<file path="src/rtl/serial_subtractor.sv">
// Bit-serial LSB-first subtractor: o_result = {borrow, i_min - i_sub} over WIDTH cycles.
// Define SERIAL_SUB_ABS_EN to return {1, |i_min - i_sub|} for negative results (NEG pass).
module serial_subtractor #(
  parameter int unsigned WIDTH = 16
) (
  input  logic             i_clk,
  input  logic             i_rst,
  input  logic             i_start,
  input  logic [WIDTH-1:0] i_min,
  input  logic [WIDTH-1:0] i_sub,
  output logic             o_busy,
  output logic             o_done,
  output logic [WIDTH:0]   o_result
);

  localparam int unsigned CntW = $clog2(WIDTH);

`ifdef SERIAL_SUB_ABS_EN
  typedef enum logic [1:0] {StIdle, StRun, StNeg, StDone} state_e;
`else
  typedef enum logic [1:0] {StIdle, StRun, StDone} state_e;
`endif

  state_e state_q, state_d;

  logic [WIDTH-1:0] a_q, b_q, diff_q;
  logic [CntW-1:0]  cnt_q;
  logic             bw_q;
  logic [WIDTH:0]   result_q;

  // Shared full-subtractor cell
  logic             d_bit, bw_nxt, last;
  logic [WIDTH-1:0] diff_shift;

  always_comb begin
    d_bit      = a_q[0] ^ b_q[0] ^ bw_q;
    bw_nxt     = (~a_q[0] & b_q[0]) | (~(a_q[0] ^ b_q[0]) & bw_q);
    diff_shift = {d_bit, diff_q[WIDTH-1:1]};
    last       = (cnt_q == CntW'(WIDTH - 1));
  end

  // State register
  always_ff @(posedge i_clk or posedge i_rst) begin
    if (i_rst) begin
      state_q <= StIdle;
    end else begin
      state_q <= state_d;
    end
  end

  // Next-state logic
  always_comb begin
    state_d = state_q;
    case (state_q)
      StIdle: if (i_start) state_d = StRun;
      StRun: begin
        if (last) begin
`ifdef SERIAL_SUB_ABS_EN
          state_d = bw_nxt ? StNeg : StDone;
`else
          state_d = StDone;
`endif
        end
      end
`ifdef SERIAL_SUB_ABS_EN
      StNeg: if (last) state_d = StDone;
`endif
      StDone:  state_d = i_start ? StRun : StIdle;
      default: state_d = StIdle;
    endcase
  end

  // Outputs
  always_comb begin
    o_busy   = 1'b0;
    o_done   = 1'b0;
    o_result = result_q;
    case (state_q)
      StRun:  o_busy = 1'b1;
`ifdef SERIAL_SUB_ABS_EN
      StNeg:  o_busy = 1'b1;
`endif
      StDone: o_done = 1'b1;
      default: ;
    endcase
  end

  // Datapath: operand shifters, diff accumulator, borrow flop, bit counter, result
  always_ff @(posedge i_clk or posedge i_rst) begin
    if (i_rst) begin
      a_q      <= '0;
      b_q      <= '0;
      diff_q   <= '0;
      cnt_q    <= '0;
      bw_q     <= 1'b0;
      result_q <= '0;
    end else begin
      case (state_q)
        StIdle, StDone: begin
          if (i_start) begin
            a_q   <= i_min;
            b_q   <= i_sub;
            bw_q  <= 1'b0;
            cnt_q <= '0;
          end
        end
        StRun: begin
          a_q    <= a_q >> 1;
          b_q    <= b_q >> 1;
          diff_q <= diff_shift;
          bw_q   <= bw_nxt;
          cnt_q  <= cnt_q + CntW'(1);
          if (last) begin
`ifdef SERIAL_SUB_ABS_EN
            if (bw_nxt) begin
              // Negate the raw difference: 0 - diff through the same cell
              a_q   <= '0;
              b_q   <= diff_shift;
              bw_q  <= 1'b0;
              cnt_q <= '0;
            end else begin
              result_q <= {1'b0, diff_shift};
            end
`else
            result_q <= {bw_nxt, diff_shift};
`endif
          end
        end
`ifdef SERIAL_SUB_ABS_EN
        StNeg: begin
          a_q    <= a_q >> 1;
          b_q    <= b_q >> 1;
          diff_q <= diff_shift;
          bw_q   <= bw_nxt;
          cnt_q  <= cnt_q + CntW'(1);
          if (last) result_q <= {1'b1, diff_shift};
        end
`endif
        default: ;
      endcase
    end
  end

endmodule

</file>
<file path="config.mk">
export PLATFORM = sky130hd
export DESIGN_NAME = serial_subtractor
export DESIGN_NICKNAME = d
export VERILOG_FILES = /design/src/rtl/serial_subtractor.sv
export SDC_FILE = /design/constraint.sdc
export NUM_CORES = 1
export LEC_CHECK = 0
export CELL_PAD_IN_SITES_DETAIL_PLACEMENT = 1
export CELL_PAD_IN_SITES_GLOBAL_PLACEMENT = 2
export CORE_MARGIN = 3
export CORE_UTILIZATION = 35
export DETAILED_ROUTE_END_ITERATION = 10
export MAX_ROUTING_LAYER = met4
export PLACE_DENSITY = 0.88
export SLEW_MARGIN = 20
export SYNTH_ARGS = -nofsm -noshare
export SYNTH_HDL_FRONTEND = slang
export SYNTH_SLANG_ARGS = --single-unit
</file>
<file path="constraint.sdc">
create_clock -name i_clk -period 2.45 [get_ports i_clk]
set_clock_uncertainty 0.15 [all_clocks]
set_input_delay 0.3675 -clock i_clk [delete_from_list [all_inputs] [get_ports i_clk]]
set_output_delay 0.3675 -clock i_clk [all_outputs]
set_load 0.1 [all_outputs]
</file>
==> impl_metrics.yaml <==
run_status:
  outcome: "finished, final reports clean"
sta:
  maxSlewViolCount: 0
  worstMarginPinSlew_ps: 758
  finalSetupTns_ps: 0
  max_freq_mhz: 494
  max-slew-margin-rel_pct: 49.4
  setup_ws_ps: 426
  rsz0062_at_grt: "no"
  period_needed_ps: 2020
  setup_viol: 0
  finalHoldViolations: 0
  worst_hold_slack_ps: 153
  period_share_pct: 82.6
placed_design:
  place_inst: 380
  place_ws_ps: 372
  gp_congestion: 0.755
  hpwl_mm: 4.13
  port_buffers: 53
layout:
  syn_to_final_growth_pct: 25.1
  num_antenna_cells: 0
  drive_gt1_share_pct: 21.3
  final_util_pct: 45.7
  fin_nets: 323
  fin_cells: 396
clock_tree:
  clkSinkCount: 71
  post-cts-setup-buffer-count: 0
  cts_tree: "done"
  cts_hold_buf: 0
  root_buffer: "clkbuf_8"
  numCtsBuffers: 9
  clk_pin_slew_worst_paths_ps: 80
  clockBufferDepth: 2
  h-tree-depth: 3
  clock_latency_ps: 340
  cts_resized: 0
pwr:
  power.switching_mw: 2.28
  pwr-share-clk_pct: 20.3
  internal_power_mw: 3.23
  pwr-share-seq_pct: 35.9
  p_per_area_nw_per_um2: 1450
  pwr-share-comb_pct: 43.9
  power.leakage_nw: 1.96
  swShare_pct: 41.4
  ir_drop_mv: 0.392
floorplanning:
  num_io_pins: 54
  coreArea_um2: 8300
  rows: 33
  initial_utilization_pct: 36.5
  fp.dieH_um: 99.0
  die_width_um: 99.0
  die_area_um2: 9810
global_route:
  grt_usage_pct: 13.8
  grt_pass1_wl_mm: 10.3
  grt_overflow: 0
  grt_max_degree: 58
  grt_pass1_vias: 2091
  grt_antenna_before_repair: 0
setup_path:
  critical_path_required_ps: 1930
  path_cells: "nand2b_4 > inv_6 > buf_12"
  slowest_stage: "dfrtp_1"
  reg2reg_depth: 4
  worstSetupPathType: "reg -> out"
  crit_fanout: 30
  startpoint_type: "register"
  cpPeakStageDelay_ps: 380
  crit_path_end_kind: "primary output"
  critPathArrivalTime_ps: 1510
routing:
  vias_per_cell: 4.98
  vias: 1971
  drc: 0
  detail-route-antenna-nets: 0
  drt_wl_total_mm: 6.09
  avgRoutedWirePerCell_um: 15.4
  drtIter0Drc: 69
  dr.pass1.iters: 4
synth:
  async_flop_share_pct: 100
  synth_cell_types: 28
  synth_edf_count: 0
  synth_area_per_cell_um2: 13.0
  syn_area_um2: 3030
  ys.flop_type: "dfrtp_1"
  yosysWarnings: 0
  ys_ff_latch: 71
  yosysSeqAreaShare_pct: 58.7
  syn_nets: 270
  netlist_instances: 233
flow_run:
  drv_cap: 0
min_path:
  hp-class: "in -> async"
==> power groups by stage <==
stage,logic (mW),clock network (mW),registers [mW]
floorplan,1.29,0,2.68
global placement,2.39,0,1.98
detailed placement,2.46,0,2.00
CTS,2.47,1.15,1.99
global route,2.62,1.19,2.05
finish,2.42,1.12,1.97
==> state kept, by name, summed over array words and instances, names as in the netlist <==
signal / flops
cnt_q: 4
bw_q: 1
o_result: 17
diff_q: 15
state_q: 2
a_q: 16
b_q: 16
==> synth_stat cells, types with 2 or more instances <==
| master | n | area [µm²] |
|---|---|---|
| mux2_4 | 9 | 135 |
| mux2_2 | 8 | 90.1 |
| a22o_1 | 33 | 289 |
| dfrtp_1 | 71 | 1780 |
| buf_2 | 2 | 10.0 |
| inv_1 | 3 | 11.3 |
| buf_4 | 5 | 37.5 |
| nor2b_1 | 2 | 12.5 |
| nand2_1 | 45 | 169 |
| a21o_1 | 30 | 225 |
| mux2i_1 | 2 | 20.0 |
| buf_6 | 7 | 78.8 |
==> metal layers <==
metal | track usage [%] | vias up | routed length (µm)
met2 | 20.6 | 47 | 2890
met1 | 17.4 | 992 | 2780
met4 | 7.25 | 0 | 119
met3 | 3.40 | 8 | 303
li1 | - | 924 | -
met5 | - | - | 0
==> cell families (layout without fill, tap and decap cells) <==
kind of cell | after synthesis | after routing | share of synthesized area, %
AO/OA/AOI/OAI | 67 | 67 | 18.0
AND/OR/NAND/NOR | 55 | 55 | 8.67
multiplexers | 19 | 19 | 8.10
buffers and inverters | 19 | 77 | 5.49
adder cells (fa/ha/maj) | 2 | 2 | 1.07
flip-flops | 71 | 71 | 58.7
==> cell usage in the layout (no fill, tap or decap), drive strengths merged <==
| cell type | n |
|---|---|
| nand2b | 2 |
| clkinv | 3 |
| fa | 1 |
| a22o | 33 |
| clkbuf | 10 |
| o21ai | 1 |
| clkdlybuf4s50 | 34 |
| a21o | 30 |
| mux2 | 17 |
| inv | 4 |
| o31ai | 1 |
| mux2i | 2 |
| nor2b | 3 |
| nor3 | 1 |
| a221o | 1 |
| nand3 | 1 |
| o2bb2ai | 1 |
| bufinv | 3 |
| nand2 | 45 |
| buf | 23 |
| nand4 | 1 |
| ha | 1 |
| dfrtp | 71 |
| nor2 | 2 |
==> layout make-up <==
type	instances	area, µm²
sequential	71	1780
inverter	4	20.0
tap	105	131
clock inverter	6	109
multi-input combinational	143	1090
clock buffer	10	128
fill	866	4510
timing repair buffer	57	538
==> metrics by stage <==
stage / area [µm²] / total power [mW]
3_3_place_gp: 3550 / 4.37
5_1_grt: 3790 / 5.86
6_report: 3790 / 5.51
3_5_place_dp: 3550 / 4.46
4_1_cts: 3790 / 5.60
2_1_floorplan: 3030 / 3.98
==> critical path, delay by kind of cell (launching register included) <==
family | cells | cell delay, ps
simple gates | 1 | 280
buf+inv | 2 | 480
flops | 1 | 380
==> worst paths after layout <==
| check | to | startpoint | slack [ps] |
|---|---|---|---|
| setup / recovery | o_busy | state_q[1] | 430 |
| hold / removal | a_q[5] | i_rst | 150 |
| setup reg to reg | cnt_q[0] | state_q[0] | 440 |
| hold reg to reg | a_q[6] | a_q[6] | 330 |
| max in group asynchronous | b_q[13] | i_rst | 1370 |
| min in group i_clk | a_q[6] | a_q[6] | 330 |
Power figures use the tool's default switching activity.
